### src/rtl/circuit1_sweep_checker_settle_timer.sv
// Loadable 8-bit down-counter used to time the settle window.
//   clk, rst : clock, asynchronous active-high reset
//   load_i   : load value_i (has priority over en_i)
//   en_i     : decrement by one, stopping at zero
//   value_i  : load value
//   zero_o   : counter is zero
module settle_timer (
  input  logic       clk,
  input  logic       rst,
  input  logic       load_i,
  input  logic       en_i,
  input  logic [7:0] value_i,
  output logic       zero_o
);

  logic [7:0] cnt_q;
  logic [7:0] cnt_d;

  always_comb begin
    cnt_d = cnt_q;
    if (load_i) begin
      cnt_d = value_i;
    end else if (en_i && (cnt_q != 8'd0)) begin
      cnt_d = cnt_q - 8'd1;
    end
  end

  always_ff @(posedge clk or posedge rst) begin
    if (rst) begin
      cnt_q <= 8'd0;
    end else begin
      cnt_q <= cnt_d;
    end
  end

  assign zero_o = (cnt_q == 8'd0);

endmodule

### config.mk
export PLATFORM = sky130hd
export DESIGN_NAME = settle_timer
export DESIGN_NICKNAME = d
export VERILOG_FILES = /design/src/rtl/circuit1_sweep_checker_settle_timer.sv
export SDC_FILE = /design/constraint.sdc
export NUM_CORES = 1
export LEC_CHECK = 0
export ABC_CLOCK_PERIOD_IN_PS = 2400
export CAP_MARGIN = 20
export CORE_AREA = 2 2 39 41
export DETAILED_ROUTE_END_ITERATION = 12
export DIE_AREA = 0 0 41 43
export PLACE_DENSITY = 0.68
export SLEW_MARGIN = 10
export SYNTH_ARGS = -nofsm -noshare
export SYNTH_HDL_FRONTEND = slang
export SYNTH_SLANG_ARGS = --single-unit
export TNS_END_PERCENT = 30
### constraint.sdc
create_clock -name clk -period 2.4 [get_ports clk]
set_input_delay 0.48 -clock clk [delete_from_list [all_inputs] [get_ports clk]]
set_output_delay 0.48 -clock clk [all_outputs]
set_load 0.02 [all_outputs]
==> results of run 1 <==
-- cells in the mapped netlist --
cell	count	area, µm²
nor2b_1	1	6.26
nand3_1	1	5.00
o21ai_1	3	15.0
nand4_1	1	6.26
dfrtp_1	8	200
mux2_1	1	11.3
a211oi_1	1	7.51
o31ai_1	1	7.51
nor4b_1	1	8.76
or3_4	1	11.3
o31a_1	1	8.76
xor2_1	2	17.5
xnor2_1	2	17.5
nand2_1	8	30.0
a22oi_1	1	7.51
ha_1	2	25.0
o21ai_0	4	20.0
nor4_2	1	12.5
o21ai_2	1	8.76
inv_1	3	11.3
nand2b_1	1	6.26
nor3_1	1	5.00
nor3b_1	1	7.51
clkbuf_1	1	3.75
nor2_1	2	7.51
a21oi_1	1	5.00
or4b_4	1	13.8
o41ai_1	1	8.76
-- metal layers --
layer	wire length, µm	global-route usage, %
met4	15	6.00
met5	0	0
met2	478	22.2
met1	426	16.9
met3	44	3.14
-- report_power, final --
group | internal (mW) | switching [mW] | leakage [nW]
clock network | 0.0572 | 0.0458 | 0.0138
registers | 0.151 | 0.0172 | 0.0970
logic | 0.0520 | 0.0420 | 0.155
total | 0.260 | 0.105 | 0.266
-- path summary, 6_finish.rpt --
kind                       slack, ps     start  depth (start not counted)  endpoint
max                              210  cnt_q[1]                          5    zero_o
min                              460       rst                          2  cnt_q[3]
max reg2reg                      440  cnt_q[1]                          7  cnt_q[1]
min reg2reg                      540  cnt_q[3]                          1  cnt_q[3]
max in group asynchronous       1700       rst                          2  cnt_q[1]
min in group clk                 540  cnt_q[3]                          1  cnt_q[3]
-- worst register-to-register path, stage by stage, from the launching register on --
cell     delay [ps]
dfrtp_1         380
inv_1            90
ha_1            160
or4b_4          460
buf_4           160
o21ai_2         170
mux2_1          340
o21ai_1         110
-- metrics by stage --
stage / hold WS, ps / power [mW] / cells / util, % / setup WS (ps)
2_1_floorplan: 296 / 0.226 / 53 / - / 490
3_3_place_gp: 533 / 0.264 / 82 / 46.7 / 92.4
3_5_place_dp: 531 / 0.266 / 82 / 46.7 / 35.7
4_1_cts: 475 / 0.371 / 85 / 48.3 / 37.6
5_1_grt: 511 / 0.392 / 85 / 48.0 / 111
6_report: 462 / 0.365 / 85 / 48.0 / 208
-- logic make-up (layout without fill, tap and decap cells) --
group | after synthesis | after routing
AND/OR/NAND/NOR | 20 | 20
AO/OA/AOI/OAI | 14 | 14
flip-flops | 8 | 8
XOR/XNOR | 4 | 4
buffers and inverters | 4 | 20
adder cells (fa/ha/maj) | 2 | 2
multiplexers | 1 | 1
-- timing repair --
action                     4_1_cts  5_1_grt
hold buffers                     0        0
gates cloned                     0        0
setup endpoints to repair        1        1
resized for setup                1        2
-- cell type report --
class	instances	area [µm²]	share of cell area [%]
flip-flops and latches	8	200	30.1
multi-input cells	41	280	42.2
well taps	16	20.0	3.01
repair buffers	14	130	19.6
inverters	3	11.3	1.69
clock buffers	3	22.5	3.39
==> flow_metrics.py, run 1 <==
metrics = {
    "sta": {
        "hold_violations": 0,
        "slew_headroom_pct": 60.3,
        "setup_tns_ps": 0,
        "setup-violations-final": 0,
        "fin_crit_sh_pct": 91.3,
        "final.setup_skew_ps": 3.34,
        "final_period_minus_worst_setup_slack_ps": 2190,
        "rsz0062_at_grt": "no",
        "fmaxAchievable_mhz": 456,
        "tightest_slew_ps": 588,
        "drv_slew": 0,
    },
    "routing": {
        "wire_per_inst_um": 11.3,
        "remaining_drc_errors": 0,
        "first_iter_violations": 3,
        "vias_per_cell": 4.94,
        "finalWirelength_um": 964,
        "ant_nets": 0,
        "drt_pre_antenna_iters": 2,
        "num_vias": 420,
    },
    "critical_path": {
        "worst_path_max_delay_cell": "or4b_4",
        "cp-start-kind": "flop",
        "cp_max_fo": 3,
        "endpoint_kind": "primary output",
        "critPathMaxStageDelay_ps": 460,
        "worstPathRequired_ps": 1920,
        "critical_path_class": "reg -> out",
        "cp_top_family": "simple AND/OR/NAND/NOR gates",
        "worstPathArrival_ps": 1710,
        "critPathBufInv": 2,
        "cp_cell_sequence": "inv_1, ha_1, or4b_4, nor2_1, clkbuf_2",
    },
    "global_routing": {
        "antenna_found_initial": 0,
        "grt_util_all_layers_pct": 13.9,
        "overflow": 0,
        "grt_pass1_vias": 417,
        "grt_max_degree": 18,
        "grt_pass1_wl_um": 1660,
    },
    "floorplanning": {
        "die-area_mm2": 0.00176,
        "die_w_um": 41,
        "coreArea_mm2": 0.00138,
        "chipHeight_um": 43,
        "start_util_pct": 35.8,
        "std_cell_rows": 14,
        "io_pins": 13,
    },
    "logic_synthesis": {
        "ys_warn_count": 0,
        "syn-instance-count": 53,
        "muxShareOfSynthArea_pct": 2.27,
        "ys_seq_elements": 8,
        "synthSimpleGateAreaFrac_pct": 24.2,
        "synth_xor_area_share_pct": 7.07,
        "synth-adder-area-share_pct": 5.05,
        "yosysSeqAreaShare_pct": 40.4,
        "synth_area_um2": 495,
        "synth_top_family_by_area": "simple AND/OR/NAND/NOR gates",
        "synth_cell_type_count": 28,
        "avgSynthCellArea_um2": 9.35,
        "synth_compound_area_share_pct": 17.9,
        "syn-num-nets": 67,
    },
    "layout": {
        "layout_common_cells": "clkdlybuf4s50_1 (11), nand2_1 (8), dfrtp_1 (8)",
        "largest_reg_flops": 8,
        "syn2layout_area_growth_pct": 34.1,
        "final_net_count": 85,
        "final_common_cell": "clkdlybuf4s50_1",
        "n_antenna_cell": 0,
        "reg_top3": "cnt_q x8",
        "design_area_um2": 664,
        "drive_gt1_share_pct": 14.5,
        "regMostFlops": "cnt_q",
        "n_fill_cell": 144,
    },
    "pwr": {
        "ir_drop_v": 0.000334,
        "power.density_mw_per_mm2": 550,
        "leakage_nw": 0.266,
    },
    "cts": {
        "cts_root_buf": "clkbuf_4",
        "cts_buffer_depth": 2,
        "tritoncts": "done",
        "path_clk_slew_ps": 50,
        "cts_num_sinks": 8,
        "post-cts-setup-buffers": 0,
        "h-tree-depth": 1,
        "worstSkewPairLatency_ps": 260,
        "cts_buffers": 3,
    },
    "placement": {
        "placed_cell_area_um2": 647,
        "portBuffers": 12,
        "dp_hpwl_um": 788,
        "place_congestion": 0.726,
    },
    "flow_run": {
        "max_cap_violations": 0,
    },
    "outcome": {
        "status": "completed",
    },
    "min_path": {
        "hp-class": "in -> async",
    },
}
Note: power is estimated with default switching activity, not from simulation.
==> run 2, diff against run 1 <==
CTS_BUF_LIST = sky130_fd_sc_hd__clkbuf_16   (was unset)
==> flow_metrics.py, run 2 (synthesis gave the netlist of run 1 again) <==
metrics = {
    "outcome": {
        "status": "completed",
    },
    "critical_path": {
        "critPathBufInv": 2,
        "worstPathArrival_ps": 1830,
        "cp_top_family": "simple AND/OR/NAND/NOR gates",
        "worst_path_max_delay_cell": "or4b_4",
        "worstPathRequired_ps": 1920,
        "cp-start-kind": "flop",
        "cp_max_fo": 3,
        "critPathMaxStageDelay_ps": 460,
        "critical_path_class": "reg -> out",
        "endpoint_kind": "primary output",
        "cp_cell_sequence": "inv_1, ha_1, or4b_4, nor2_1, clkdlybuf4s15_1",
    },
    "sta": {
        "final_period_minus_worst_setup_slack_ps": 2310,
        "hold_violations": 0,
        "drv_slew": 0,
        "rsz0062_at_grt": "no",
        "fmaxAchievable_mhz": 433,
        "slew_headroom_pct": 60.5,
        "tightest_slew_ps": 584,
        "final.setup_skew_ps": 1.74,
        "setup-violations-final": 0,
        "setup_tns_ps": 0,
        "fin_crit_sh_pct": 96.2,
    },
    "layout": {
        "final_common_cell": "clkdlybuf4s50_1",
        "largest_reg_flops": 8,
        "drive_gt1_share_pct": 13.0,
        "reg_top3": "cnt_q x8",
        "regMostFlops": "cnt_q",
        "n_antenna_cell": 0,
        "final_net_count": 85,
        "layout_common_cells": "clkdlybuf4s50_1 (11), nand2_1 (8), dfrtp_1 (8)",
        "syn2layout_area_growth_pct": 45.7,
        "fin_util_pct": 52.2,
    },
    "cts": {
        "h-tree-depth": 1,
        "postCtsHoldBufs": 0,
        "tritoncts": "done",
        "cts_buffers": 3,
        "cts_buffer_depth": 2,
        "worstSkewPairLatency_ps": 230,
        "path_clk_slew_ps": 40,
        "cts_root_buf": "clkbuf_16",
        "cts_num_sinks": 8,
    },
    "flow_run": {
        "max_cap_violations": 0,
    },
    "pwr": {
        "power.density_mw_per_mm2": 755,
        "ir_drop_v": 0.000400,
        "leakage_nw": 0.289,
    },
    "routing": {
        "remaining_drc_errors": 0,
        "drt_pre_antenna_iters": 2,
        "vias_per_cell": 5.09,
        "ant_nets": 0,
        "first_iter_violations": 4,
        "num_vias": 433,
        "finalWirelength_um": 1060,
        "wire_per_inst_um": 12.4,
    },
    "global_routing": {
        "grt_util_all_layers_pct": 16.0,
        "overflow": 0,
        "antenna_found_initial": 0,
        "grt_pass1_vias": 423,
        "grt_pass1_wl_um": 1790,
        "grt_max_degree": 18,
    },
    "placement": {
        "portBuffers": 12,
        "dp_hpwl_um": 788,
        "place_congestion": 0.726,
    },
    "floorplanning": {
        "start_util_pct": 35.8,
        "die-area_mm2": 0.00176,
        "chipHeight_um": 43,
        "die_w_um": 41,
        "coreArea_mm2": 0.00138,
        "io_pins": 13,
        "std_cell_rows": 14,
    },
    "min_path": {
        "hp-class": "in -> async",
    },
}
-- run 2: cell count changes in the layout (fill, tap and decap cells not counted) --
cell	before	now
clkbuf_16	0	3
clkbuf_4	3	0
clkbuf_2	1	0
clkdlybuf4s15_1	0	1
-- run 2: path summary, 6_finish.rpt --
path                               start       end  slack, ps  cells after the start
min in group clk                cnt_q[3]  cnt_q[3]        540                      1
worst min-delay path                 rst  cnt_q[3]        490                      2
worst max-delay path            cnt_q[1]    zero_o         90                      5
worst min register to register  cnt_q[3]  cnt_q[3]        540                      1
worst max register to register  cnt_q[1]  cnt_q[1]        440                      7
max in group asynchronous            rst  cnt_q[1]       1680                      2
-- run 2: per-stage QoR --
stage / power, mW / setup slack (ps) / cell area [µm²] / std cells / hold slack [ps]
finish: 0.545 / 91.4 / 722 / 85 / 490
CTS: 0.550 / 62.0 / 721 / 85 / 503
floorplan: 0.226 / 490 / 495 / 53 / 296
global route: 0.571 / 17.3 / 722 / 85 / 544
detailed placement: 0.266 / 35.7 / 647 / 82 / 531
global placement: 0.264 / 92.4 / 647 / 82 / 533
-- run 2: report_power, final --
group	internal, mW	switching, mW
sequential	0.152	0.0174
combinational	0.0527	0.0440
clock	0.215	0.0643
-- run 2: area by class of cell --
class / instances / area [µm²]
Fill cell: 133 / 662
Multi-Input combinational cell: 41 / 280
Sequential cell: 8 / 200
Timing Repair Buffer: 14 / 135
Clock buffer: 3 / 75.1
Tap cell: 16 / 20.0
Inverter: 3 / 11.3
-- run 2: what timing repair did --
| item | 4_1_cts | 5_1_grt |
|---|---|---|
| setup buffers | 0 | 0 |
| setup endpoints to repair | 1 | 1 |
| gates resized for setup | 1 | 1 |
-- run 2: per-layer routing --
layer / global-route usage, % / routed length [µm]
met5: 0 / 0
met4: 12.0 / 39
met3: 6.28 / 47
met2: 23.8 / 532
met1: 17.3 / 437
==> run 3, diff against run 2 <==
ABC_CLOCK_PERIOD_IN_PS = 2440   (was 2400)
TNS_END_PERCENT = 100   (was 30)
clock period = 2.44 ns   (was 2.4 ns; I/O delays follow)
==> flow_metrics.py, run 3 (synthesis gave the netlist of run 1 again) <==
metrics = {
    "outcome": {
        "status": "completed",
    },
    "cts": {
        "cts_buffer_depth": 2,
        "h-tree-depth": 1,
        "path_clk_slew_ps": 40,
        "worstSkewPairLatency_ps": 230,
        "post-cts-setup-buffers": 0,
        "tritoncts": "done",
        "cts_root_buf": "clkbuf_16",
        "cts_buffers": 3,
        "postCtsHoldBufs": 0,
        "cts_num_sinks": 8,
    },
    "placement": {
        "dp_hpwl_um": 720,
        "place_congestion": 0.760,
        "placed_cell_area_um2": 639,
        "portBuffers": 12,
        "preCtsSetupSlack_ps": 65.7,
    },
    "global_routing": {
        "grt_pass1_vias": 388,
        "antenna_found_initial": 0,
        "grt_util_all_layers_pct": 14.7,
        "overflow": 0,
        "grt_pass1_wl_um": 1680,
        "grt_max_degree": 18,
    },
    "routing": {
        "finalWirelength_um": 964,
        "vias_per_cell": 5.04,
        "drt_pre_antenna_iters": 4,
        "remaining_drc_errors": 0,
        "wire_per_inst_um": 11.5,
        "ant_nets": 0,
        "first_iter_violations": 12,
        "num_vias": 423,
    },
    "floorplanning": {
        "std_cell_rows": 14,
        "die-area_mm2": 0.00176,
        "start_util_pct": 35.8,
        "io_pins": 13,
        "chipHeight_um": 43,
        "die_w_um": 41,
        "coreArea_mm2": 0.00138,
    },
    "layout": {
        "regMostFlops": "cnt_q",
        "syn2layout_area_growth_pct": 44.2,
        "n_antenna_cell": 0,
        "largest_reg_flops": 8,
        "layout_common_cells": "clkdlybuf4s50_1 (11), nand2_1 (8), dfrtp_1 (8)",
        "drive_gt1_share_pct": 11.8,
        "final_common_cell": "clkdlybuf4s50_1",
        "reg_top3": "cnt_q x8",
        "final_net_count": 84,
        "design_area_um2": 714,
    },
    "sta": {
        "fin_crit_sh_pct": 95.1,
        "setup_tns_ps": 0,
        "timing.hold.ws_ps": 504,
        "fmaxAchievable_mhz": 431,
        "setup-violations-final": 0,
        "hold_violations": 0,
        "drv_slew": 0,
        "rsz0062_at_grt": "no",
        "layout_setup_ws_ps": 119,
        "tightest_slew_ps": 614,
        "final.setup_skew_ps": 2.61,
        "final_period_minus_worst_setup_slack_ps": 2320,
        "slew_headroom_pct": 58.5,
    },
    "min_path": {
        "hp-class": "in -> async",
    },
    "flow_run": {
        "max_cap_violations": 0,
    },
    "pwr": {
        "power.density_mw_per_mm2": 746,
        "leakage_nw": 0.285,
        "ir_drop_v": 0.000505,
    },
    "critical_path": {
        "worstPathArrival_ps": 1830,
        "cp_top_family": "simple AND/OR/NAND/NOR gates",
        "timing.rr.end": "cnt_q[1]",
        "r2r_start": "cnt_q[1]",
        "critical_path_class": "reg -> out",
        "critPathBufInv": 2,
        "endpoint_kind": "primary output",
        "cp-start-kind": "flop",
        "r2r_slack_ps": 540,
        "worstPathRequired_ps": 1950,
        "cp_cell_sequence": "inv_1, ha_1, or4b_4, nor2_1, clkdlybuf4s15_1",
        "worst_path_max_delay_cell": "or4b_4",
        "r2r_cells": 6,
        "cp_max_fo": 4,
        "critPathMaxStageDelay_ps": 490,
        "path_depth": 5,
    },
}
-- run 3: cell types whose count changed in the layout (fill, tap and decap cells not counted) --
cell / change
buf_4: -1
-- run 3: worst register-to-register path: cells and delay by family (launching register included) --
family | cells | cell delay (ps)
multiplexers | 1 | 330
buffers and inverters | 1 | 100
AO/OA/AOI/OAI | 2 | 360
adder cells (fa/ha/maj) | 1 | 160
flip-flops | 1 | 380
AND/OR/NAND/NOR | 1 | 490
-- run 3: where the power goes --
| part | switching [mW] | internal [mW] |
|---|---|---|
| Sequential | 0.0163 | 0.149 |
| Clock | 0.0644 | 0.211 |
| Combinational | 0.0421 | 0.0500 |
-- run 3: area by class of cell --
| class | count | area, µm² |
|---|---|---|
| flip-flops and latches | 8 | 200 |
| fillers | 134 | 669 |
| clock buffers | 3 | 75.1 |
| repair buffers | 13 | 128 |
| inverters | 3 | 11.3 |
| multi-input cells | 41 | 280 |
| well taps | 16 | 20.0 |
-- run 3: how the worst max path moves through the flow --
stage / startpoint / to / slack (ps)
floorplan: cnt_q[0] / zero_o / 520
global placement: cnt_q[1] / zero_o / 90
detailed placement: cnt_q[1] / zero_o / 70
CTS: cnt_q[1] / zero_o / 80
global route: cnt_q[1] / zero_o / 20
finish: cnt_q[1] / zero_o / 120
-- run 3: what timing repair did --
action	in CTS	in global routing
resized for setup	1	1
gates cloned	0	0
setup endpoints to repair	1	1
-- run 3: metal layers --
| metal | vias to the layer above | part of all wire, % | global-route usage (%) |
|---|---|---|---|
| met5 | - | 0 | 0 |
| met2 | 10 | 45 | 19.4 |
| met4 | 0 | 3.1 | 10.0 |
| met1 | 187 | 48 | 19.5 |
| met3 | 2 | 4.3 | 4.71 |
| li1 | 224 | - | - |
-- run 3: through the flow --
step / power (mW) / instances / util (%)
4_1_cts: 0.541 / 84 / 51.5
2_1_floorplan: 0.222 / 53 / -
3_3_place_gp: 0.258 / 81 / 46.2
6_report: 0.533 / 84 / 51.6
3_5_place_dp: 0.259 / 81 / 46.2
5_1_grt: 0.557 / 84 / 51.6
